==> src/rtl/qracc_sram_ctrl.sv <==
// qracc_sram_ctrl: slave-side sequencer for the sram_itf request/response
// protocol. Each accepted single-row read or write becomes a timed
// precharge -> wordline -> (sense) sequence on the SRAM analog control lines.
// Optional feature: define QRACC_SRAM_WRITE_VERIFY_EN to add a readback of
// every written row and a wr_err_o flag reporting a mismatch.
module qracc_sram_ctrl #(
  parameter int numRows   = 128,
  parameter int numCols   = 32,
  parameter int pchCycles = 2,
  parameter int wlCycles  = 2
) (
  input  logic                       clk,
  input  logic                       rst,
  input  logic                       rq_wr_i,
  input  logic                       rq_valid_i,
  output logic                       rq_ready_o,
  output logic                       rd_valid_o,
  output logic [numCols-1:0]         rd_data_o,
  input  logic [numCols-1:0]         wr_data_i,
  input  logic [$clog2(numRows)-1:0] addr_i,
  output logic [numRows-1:0]         WL,
  output logic                       PCH,
  output logic [numCols-1:0]         WR_DATA,
  output logic                       WRITE,
  output logic [numCols-1:0]         CSEL,
  output logic                       SAEN,
  input  logic [numCols-1:0]         SA_OUT
`ifdef QRACC_SRAM_WRITE_VERIFY_EN
  ,
  output logic                       wr_err_o
`endif
);

  localparam int AW   = $clog2(numRows);
  localparam int CMAX = (pchCycles > wlCycles) ? pchCycles : wlCycles;
  // Counter only needs to reach CMAX-1 before the state is left.
  localparam int CW   = (CMAX < 2) ? 1 : $clog2(CMAX);
  localparam logic [CW-1:0] P_LAST = CW'(pchCycles - 1);
  localparam logic [CW-1:0] W_LAST = CW'(wlCycles - 1);

  localparam logic [3:0] S_IDLE    = 4'd0;
  localparam logic [3:0] S_PCH     = 4'd1;
  localparam logic [3:0] S_WL      = 4'd2;
  localparam logic [3:0] S_SENSE   = 4'd3;
  localparam logic [3:0] S_DONE    = 4'd4;
`ifdef QRACC_SRAM_WRITE_VERIFY_EN
  localparam logic [3:0] S_VPCH    = 4'd5;
  localparam logic [3:0] S_VWL     = 4'd6;
  localparam logic [3:0] S_VSENSE  = 4'd7;
  localparam logic [3:0] S_VDONE   = 4'd8;
`endif

  logic [3:0]         state, nxt;
  logic [CW-1:0]      cnt;
  logic [AW-1:0]      addr_q;
  logic               wr_q;
  logic [numCols-1:0] data_q;
  logic               wl_on;
  logic               sense_on;
  logic [numRows-1:0] row_one;

  // Next-state decode; requests are only looked at while idle.
  always_comb begin
    nxt = state;
    case (state)
      S_IDLE:  if (rq_valid_i) nxt = S_PCH;
      S_PCH:   if (cnt == P_LAST) nxt = S_WL;
      S_WL:    if (cnt == W_LAST) begin
`ifdef QRACC_SRAM_WRITE_VERIFY_EN
                 nxt = wr_q ? S_VPCH : S_SENSE;
`else
                 nxt = wr_q ? S_IDLE : S_SENSE;
`endif
               end
      S_SENSE: nxt = S_DONE;
      S_DONE:  nxt = S_IDLE;
`ifdef QRACC_SRAM_WRITE_VERIFY_EN
      S_VPCH:   if (cnt == P_LAST) nxt = S_VWL;
      S_VWL:    if (cnt == W_LAST) nxt = S_VSENSE;
      S_VSENSE: nxt = S_VDONE;
      S_VDONE:  nxt = S_IDLE;
`endif
      default: nxt = S_IDLE;
    endcase
  end

  // State register and phase counter, counter restarts on every state entry.
  always_ff @(posedge clk or posedge rst) begin
    if (rst) begin
      state <= S_IDLE;
      cnt   <= '0;
    end else begin
      state <= nxt;
      cnt   <= (nxt != state) ? '0 : cnt + 1'b1;
    end
  end

  // Request fields are captured only on the acceptance edge.
  always_ff @(posedge clk or posedge rst) begin
    if (rst) begin
      addr_q <= '0;
      wr_q   <= 1'b0;
      data_q <= '0;
    end else if (state == S_IDLE && rq_valid_i) begin
      addr_q <= addr_i;
      wr_q   <= rq_wr_i;
      data_q <= wr_data_i;
    end
  end

  // Sense-amp result captured on the edge that ends SENSE; held otherwise.
  always_ff @(posedge clk or posedge rst) begin
    if (rst) rd_data_o <= '0;
    else if (state == S_SENSE) rd_data_o <= SA_OUT;
  end

`ifdef QRACC_SRAM_WRITE_VERIFY_EN
  logic err_q;

  // Compare the readback against the written row at the end of VSENSE.
  always_ff @(posedge clk or posedge rst) begin
    if (rst) err_q <= 1'b0;
    else if (state == S_VSENSE) err_q <= (SA_OUT != data_q);
  end

  assign wr_err_o = (state == S_VDONE) && err_q;
  assign wl_on    = (state == S_WL) || (state == S_SENSE) ||
                    (state == S_VWL) || (state == S_VSENSE);
  assign sense_on = (state == S_SENSE) || (state == S_VSENSE);
  assign PCH      = (state == S_PCH) || (state == S_VPCH);
`else
  assign wl_on    = (state == S_WL) || (state == S_SENSE);
  assign sense_on = (state == S_SENSE);
  assign PCH      = (state == S_PCH);
`endif

  // All outputs decode from registered state/fields only, so reset drops the
  // analog lines asynchronously through the state register.
  assign row_one    = {{(numRows-1){1'b0}}, 1'b1};
  assign WL         = wl_on ? (row_one << addr_q) : '0;
  assign CSEL       = wl_on ? '1 : '0;
  assign WRITE      = (state == S_WL) && wr_q;
  assign WR_DATA    = WRITE ? data_q : '0;
  assign SAEN       = sense_on;
  assign rq_ready_o = (state == S_IDLE);
  assign rd_valid_o = (state == S_DONE);

endmodule
==> config.mk <==
export PLATFORM = sky130hd
export DESIGN_NAME = qracc_sram_ctrl
export DESIGN_NICKNAME = d
export VERILOG_FILES = /design/src/rtl/qracc_sram_ctrl.sv
export SDC_FILE = /design/constraint.sdc
export NUM_CORES = 1
export LEC_CHECK = 0
export CAP_MARGIN = 20
export CELL_PAD_IN_SITES_DETAIL_PLACEMENT = 0
export CELL_PAD_IN_SITES_GLOBAL_PLACEMENT = 1
export CORE_UTILIZATION = 27
export DETAILED_ROUTE_END_ITERATION = 8
export PLACE_DENSITY_LB_ADDON = 0.1
export SLEW_MARGIN = 20
export SYNTH_ARGS = -nofsm -noshare
export SYNTH_HDL_FRONTEND = slang
export SYNTH_SLANG_ARGS = --single-unit
export TNS_END_PERCENT = 50
==> constraint.sdc <==
create_clock -name clk -period 5.2 [get_ports clk]
set_clock_uncertainty 0.1 [all_clocks]
set_input_delay 1.04 -clock clk [delete_from_list [all_inputs] [get_ports clk]]
set_output_delay 1.04 -clock clk [all_outputs]
set_load 0.03 [all_outputs]
# --- Yosys cells after proc, flatten, opt, wreduce, memory -nomap -nowiden ---
# Cells that the tools add are included.
op_classes:
  n_addsub: 1
  mul: 0
  div: 0
  order_cmp: 0
  n_eq_ne: 5
  n_shift: 1
  mux: 9
  bitwise: 0
  n_reduce_logical: 4
op_table:
  columns: ["cell", "count"]
  rows:
  - ["128-bit 2-to-1 mux", 1]
  - ["1-bit by 7-bit << shifter with 128-bit output (first input constant)", 1]
  - ["32-bit 2-to-1 mux", 2]
  - ["4-bit one-hot mux with 4 select lines", 1]
  - ["4-bit 2-to-1 mux", 3]
  - ["4-bit by 2-bit == test with 1-bit output (second input constant)", 2]
  - ["4-bit by 1-bit == test with 1-bit output (second input constant)", 1]
  - ["4-bit by 3-bit == test with 1-bit output (second input constant)", 1]
  - ["4-bit zero test", 1]
  - ["4-bit inequality test", 1]
  - ["1-bit logical AND", 2]
  - ["2-bit 2-to-1 mux", 1]
  - ["1-bit adder (second input constant)", 1]
  - ["1-bit logical OR", 1]
  - ["1-bit 2-to-1 mux", 1]
word_totals:
  ff_bits: 77
  latchBits: 0
  ram_bits: 0
  romBits: 0
  inputBits: 75
  out_inout_bits: 229
  wordCells: 26
  mem_count: 0

# --- Logic depth before layout (Yosys ltp) ---
logic_depth:
  word_depth: 5
  depth_mapped: 5
  ltp_nobuf: 3

# --- Least setup slack after synthesis ---
# Ideal clock, no wire load.
synth_path:
  kind: "reg-to-output"
  start: "reg state[1]"
  end: "out rd_valid_o"
  arrival_ns: 1.701
  required_ns: 4.060
  path_slack_ns: 2.359
  path_stages_with_launch: 3
  n_path_buf: 1
  cell_sequence: "dfrtp_1 -> clkbuf_1 -> nor4b_1"
synth_via:
  elab_chain_len: 1
synth_lines:
  columns: ["element", "line", "rtl"]
  rows:
  - ["from (decl)", "53", "logic [3:0] state, nxt;"]
  - ["from (signal assigned)", "93", "state <= nxt;"]
  - ["4-bit by 3-bit == test with 1-bit output", "146", "assign rd_valid_o = (state == S_DONE);"]
  - ["to (decl)", "17", "output logic rd_valid_o,"]
# No other way between the ends.

# --- Worst setup path after layout ---
layout_path:
  start: "reg state[2]"
  end: "out CSEL[6]"
layout_via:
  elab_chain_len: 3
  word_cells_on_any_way: 4
  cone_classes: "eq/ne: 2; mux: 1; reduce/logical: 1"
layout_lines:
  columns: ["element", "line", "rtl"]
  rows:
  - ["4-bit by 2-bit == test with 1-bit output", "132", "assign wl_on = (state == S_WL) || (state == S_SENSE);"]
  - ["1-bit logical OR *", "132", null]
  - ["32-bit 2-to-1 mux *", "141", "assign CSEL = wl_on ? '1 : '0;"]
  - ["to (decl)", "25", "output logic [numCols-1:0] CSEL,"]
# Mark *: on every way between the ends. The rest lies on a longest branch, timed or not.

==> summary.md <==
| Metric | Value |
|---|---|
| Max-slew violation total from the final report | 0 |
| Filler cell count | 1,507 |
| Later-pin clock latency in the skew report | 0.32 ns |
| Final period demand of the worst path | 4.19 ns |
| Yosys warning total | 0 |
| Final design instance area without fill | 7730 µm² |
| Number of distinct library cells after synthesis | 35 |
| Cell class contributing the biggest share of worst-path delay | simple AND/OR/NAND/NOR gates |
| Max-slew headroom | 40.7% |
| First-pass GRT wire length | 23,200 µm |
| CTS clk-pin slew, worst paths | 0.06 ns |
| Total nets after synthesis | 535 |
| Non-filler instance count after layout | 939 |
| Avg Vias per Cell | 4.34 |
| Transition time at the pin with the least slew margin | 0.889 ns |
| Worst Min Path Start | data_q[20]$_DFFE_PP0P_ |
| Post-synthesis instance area | 4520 µm² |
| Wire length per cell after detailed routing | 15.8 µm |
| X dimension of the die | 131 µm |
| Gate Count Post-Synth | 460 |
| Hpwl dp | 11,500 µm |
| Cts repair resizes | 0 |
| Flip-flop and latch area | 1930 µm² |
| Worst reg2reg setup slack | 2.68 ns |
| Outcome | complete, no violations |
| Crit path kind | flip-flop to output pin |
| Crit start category | flip-flop |
| Tot GR Track Use | 16.9% |
| Worst hold path depth | 1 |
| Die outline area | 17,300 µm² |
| Worst-case hold path end point | data_q[20]$_DFFE_PP0P_ |
| Bufs and invs on worst path | 1 |
| Number of max-cap violations | 0 |
| Routability-driven placement congestion ratio | 0.806 |
| Area used by multi-input combinational logic | 2170 µm² |
| Multiplexer fraction of the synthesized cell area | 21.3% |
| Final Hold Vio Count | 0 |
| Logic depth of the worst register-to-register path | 4 |
| Share of the yosys chip area belonging to registers | 42.7% |
| Remaining design rule violation count | 0 |
| Syn Area/Cell | 9.82 µm² |
| Number of DRC markers in iteration 0 | 159 |
| DIE HEIGHT | 131 µm |
| Chain of cells forming the critical path | nor2_1, and2_1, clkdlybuf4s50_1 |
| Total length of routed wires | 14,800 µm |
| Final Cycle Share | 80.6% |
| Initial core utilization | 28.0% |
| Count of antenna-violating nets left after detailed routing | 0 |
| Share of cells above drive strength 1 | 13.5% |
| Reg2reg end | addr_q[5]$_DFFE_PP0P_ |
| Minimum setup slack in the final design | 1.01 ns |
| Synth Area in Compound Gates | 0.831% |
| TritonCTS clock tree | yes |
| Drt first pass iters | 4 |
| Worst setup timing slack at the placement stage | 1.28 ns |
| Share of the synthesized netlist area taken by xor and xnor gates | 0% |
| Maximum number of pins on one net before global-route repair | 47 |
| Number of buffers on the longest clock path | 2 |
| Number of global-route vias before repair | 4,081 |
| Sinks on the clock net | 77 |
| Synthesized-area fraction occupied by and/or/nand/nor cells | 25.8% |
| Core Area | 16,100 µm² |
| Cell area after placement | 7450 µm² |
| Number of buffers inserted to repair setup after CTS | 0 |
| Largest fanout on the critical path | 32 |
| Area growth from synthesis to layout | 71.1% |
| Max stage delay on crit path | 0.83 ns |
| Worst IR Drop VDD | 0.148 mV |
| Standby leakage power | 3.01 nW |
| Kind of capture point of the worst setup path | output pin |
| Cell at the root of the clock tree | sky130_fd_sc_hd__clkbuf_16 |
| Tightest Hold Check Type | flip-flop to flip-flop |
| Number of buffers created by CTS | 9 |
| FF+latch count, synth | 77 |
| Crit path max-delay cell type | sky130_fd_sc_hd__clkdlybuf4s50_1 |
| Net total in the final layout | 791 |
| Required arrival time at the worst endpoint | 4.06 ns |
| Core Rows | 46 |
| RR Startpoint | state[1]$_DFF_PP0_ |
| Cell Pwr Density | 253 nW/µm² |
| Main combinational cell family by area after synthesis | simple AND/OR/NAND/NOR gates |
| Unrepaired setup endpoints after global routing | no |
| Number of buffers inserted by port buffering | 303 |
| Final setup violation count | 0 |
| Congestion Overflow GR | 0 |
| Placed Cells incl. Taps | 921 |
| Highest Clock Rate | 239 MHz |
| Share of synthesized cell area in full adder, half adder and majority cells | 0% |
| I/O pin total | 304 |
| Setup_tns | 0 ns |
| Count of hold-fix buffers inserted at cts | 0 |
| Antenna violations before repair | 2 |
| Crit path arrival time | 3.05 ns |
| Deepest level of the CTS H-tree | 3 |
| Via total after detailed routing | 4,077 |
## stage by stage
stage               util, %  hold WS, ns  total power, mW
finish                 47.9        0.399             1.95
floorplan                 -        0.373             1.18
CTS                    47.9        0.403             1.99
global route           47.9        0.409             2.06
detailed placement     46.2        0.386             1.40
global placement       46.2        0.385             1.38
## worst register-to-register path, delay by kind of cell (launching register included)
family	cells	cell delay, ns
buffers and inverters	1	0.48
AND/OR/NAND/NOR	2	0.95
multiplexers	1	0.33
flip-flops	1	0.54
## cell usage after synthesis
| cell type | number | area share, % |
|---|---|---|
| sky130_fd_sc_hd__nor3_1 | 3 | 0.33 |
| sky130_fd_sc_hd__buf_6 | 5 | 1.2 |
| sky130_fd_sc_hd__nand2_1 | 14 | 1.2 |
| sky130_fd_sc_hd__dfrtp_1 | 77 | 43 |
| sky130_fd_sc_hd__nor3_2 | 1 | 0.22 |
| sky130_fd_sc_hd__conb_1 | 1 | 0.083 |
| sky130_fd_sc_hd__nor4b_1 | 3 | 0.58 |
| sky130_fd_sc_hd__buf_4 | 32 | 5.3 |
| sky130_fd_sc_hd__nand3_1 | 17 | 1.9 |
| sky130_fd_sc_hd__nor2b_1 | 4 | 0.55 |
| sky130_fd_sc_hd__and2_1 | 34 | 4.7 |
| sky130_fd_sc_hd__clkbuf_1 | 11 | 0.91 |
| sky130_fd_sc_hd__nor4bb_1 | 1 | 0.22 |
| sky130_fd_sc_hd__o21a_1 | 1 | 0.17 |
| sky130_fd_sc_hd__and3_1 | 2 | 0.28 |
| sky130_fd_sc_hd__a21oi_1 | 4 | 0.44 |
| sky130_fd_sc_hd__mux2_4 | 40 | 13 |
| sky130_fd_sc_hd__nand2b_1 | 4 | 0.55 |
| sky130_fd_sc_hd__nor2_1 | 132 | 11 |
| sky130_fd_sc_hd__nand4bb_1 | 1 | 0.25 |
| sky130_fd_sc_hd__nor4_1 | 2 | 0.28 |
| sky130_fd_sc_hd__inv_1 | 2 | 0.17 |
| sky130_fd_sc_hd__and3b_1 | 1 | 0.19 |
| sky130_fd_sc_hd__clkbuf_2 | 2 | 0.22 |
| sky130_fd_sc_hd__nand3b_1 | 9 | 1.5 |
| sky130_fd_sc_hd__mux2_2 | 32 | 8.0 |
| sky130_fd_sc_hd__nor3b_1 | 1 | 0.17 |
| sky130_fd_sc_hd__nand4_1 | 5 | 0.69 |
| sky130_fd_sc_hd__buf_2 | 13 | 1.4 |
| sky130_fd_sc_hd__o311a_1 | 1 | 0.22 |
| sky130_fd_sc_hd__nor3b_2 | 1 | 0.28 |
| sky130_fd_sc_hd__nand2_2 | 1 | 0.14 |
| sky130_fd_sc_hd__and4b_1 | 1 | 0.22 |
| sky130_fd_sc_hd__nand4b_1 | 1 | 0.19 |
| sky130_fd_sc_hd__nor4_4 | 1 | 0.47 |
## flip-flops by register name, indices dropped and copies added, names as in the netlist
name / cells
addr_q: 7
cnt: 1
data_q: 32
rd_data_o: 32
state: 4
wr_q: 1
## worst max path at each step
stage                        from                    end  slack, ns  cells after the start
2_1_floorplan                 rst  addr_q[0]$_DFFE_PP0P_       2.09                      1
3_3_place_gp   state[2]$_DFF_PP0_                CSEL[0]       1.47                      3
3_5_place_dp   state[2]$_DFF_PP0_               CSEL[10]       1.28                      3
4_1_cts        state[2]$_DFF_PP0_               CSEL[10]       0.93                      3
5_1_grt        state[2]$_DFF_PP0_               CSEL[10]       0.73                      3
6_report       state[2]$_DFF_PP0_                CSEL[6]       1.01                      3
## logic make-up (layout without fill, tap and decap cells)
| logic type | count (synthesis) | in the layout |
|---|---|---|
| multiplexers | 72 | 72 |
| flip-flops | 77 | 77 |
| buffers and inverters | 65 | 326 |
| AND/OR/NAND/NOR | 239 | 239 |
| other | 1 | 3 |
| AO/OA/AOI/OAI | 6 | 6 |
## report_power, final
part           switching, mW  leakage, nW  internal (mW)  total (mW)
clock network          0.247        0.129          0.326       0.573
logic                  0.260         1.91          0.300       0.560
registers              0.105        0.969          0.716       0.820
total                  0.611         3.01           1.34        1.95
## area by class of cell
type | count | share of cell area [%]
Clock buffer | 10 | 2.96
Antenna cell | 2 | 0.0648
Multi-Input combinational cell | 318 | 28.1
Tap cell | 216 | 3.50
Inverter | 2 | 0.113
Timing Repair Buffer | 308 | 39.7
Clock inverter | 6 | 0.599
Sequential cell | 77 | 24.9
## routing by layer
layer  wire length, µm  up-vias  global-route usage [%]  share of wire [%]
li1                  -     1995                       -                  -
met4               153        0                    4.72                1.0
met1              5810     1903                    18.9                 39
met3              1150       10                    5.25                7.8
met5                 0        -                       0                  0
met2              7700      169                    30.6                 52
## cells in the final DEF (no fill, tap or decap), types with 3 or more instances in the layout
cell type	netlist	layout
sky130_fd_sc_hd__and2_1	34	34
sky130_fd_sc_hd__dfrtp_1	77	77
sky130_fd_sc_hd__clkdlybuf4s50_1	0	303
sky130_fd_sc_hd__nor4b_1	3	3
sky130_fd_sc_hd__mux2_2	32	32
sky130_fd_sc_hd__nor2_1	132	132
sky130_fd_sc_hd__clkbuf_16	0	9
sky130_fd_sc_hd__nand2_1	14	14
sky130_fd_sc_hd__a21oi_1	4	4
sky130_fd_sc_hd__nand2b_1	4	4
sky130_fd_sc_hd__nor2b_1	4	4
sky130_fd_sc_hd__mux2_4	40	40
sky130_fd_sc_hd__buf_4	32	5
sky130_fd_sc_hd__nand3b_1	9	9
sky130_fd_sc_hd__nor3_1	3	3
sky130_fd_sc_hd__nand3_1	17	17
sky130_fd_sc_hd__nand4_1	5	5
Power figures use the tool's default switching activity.
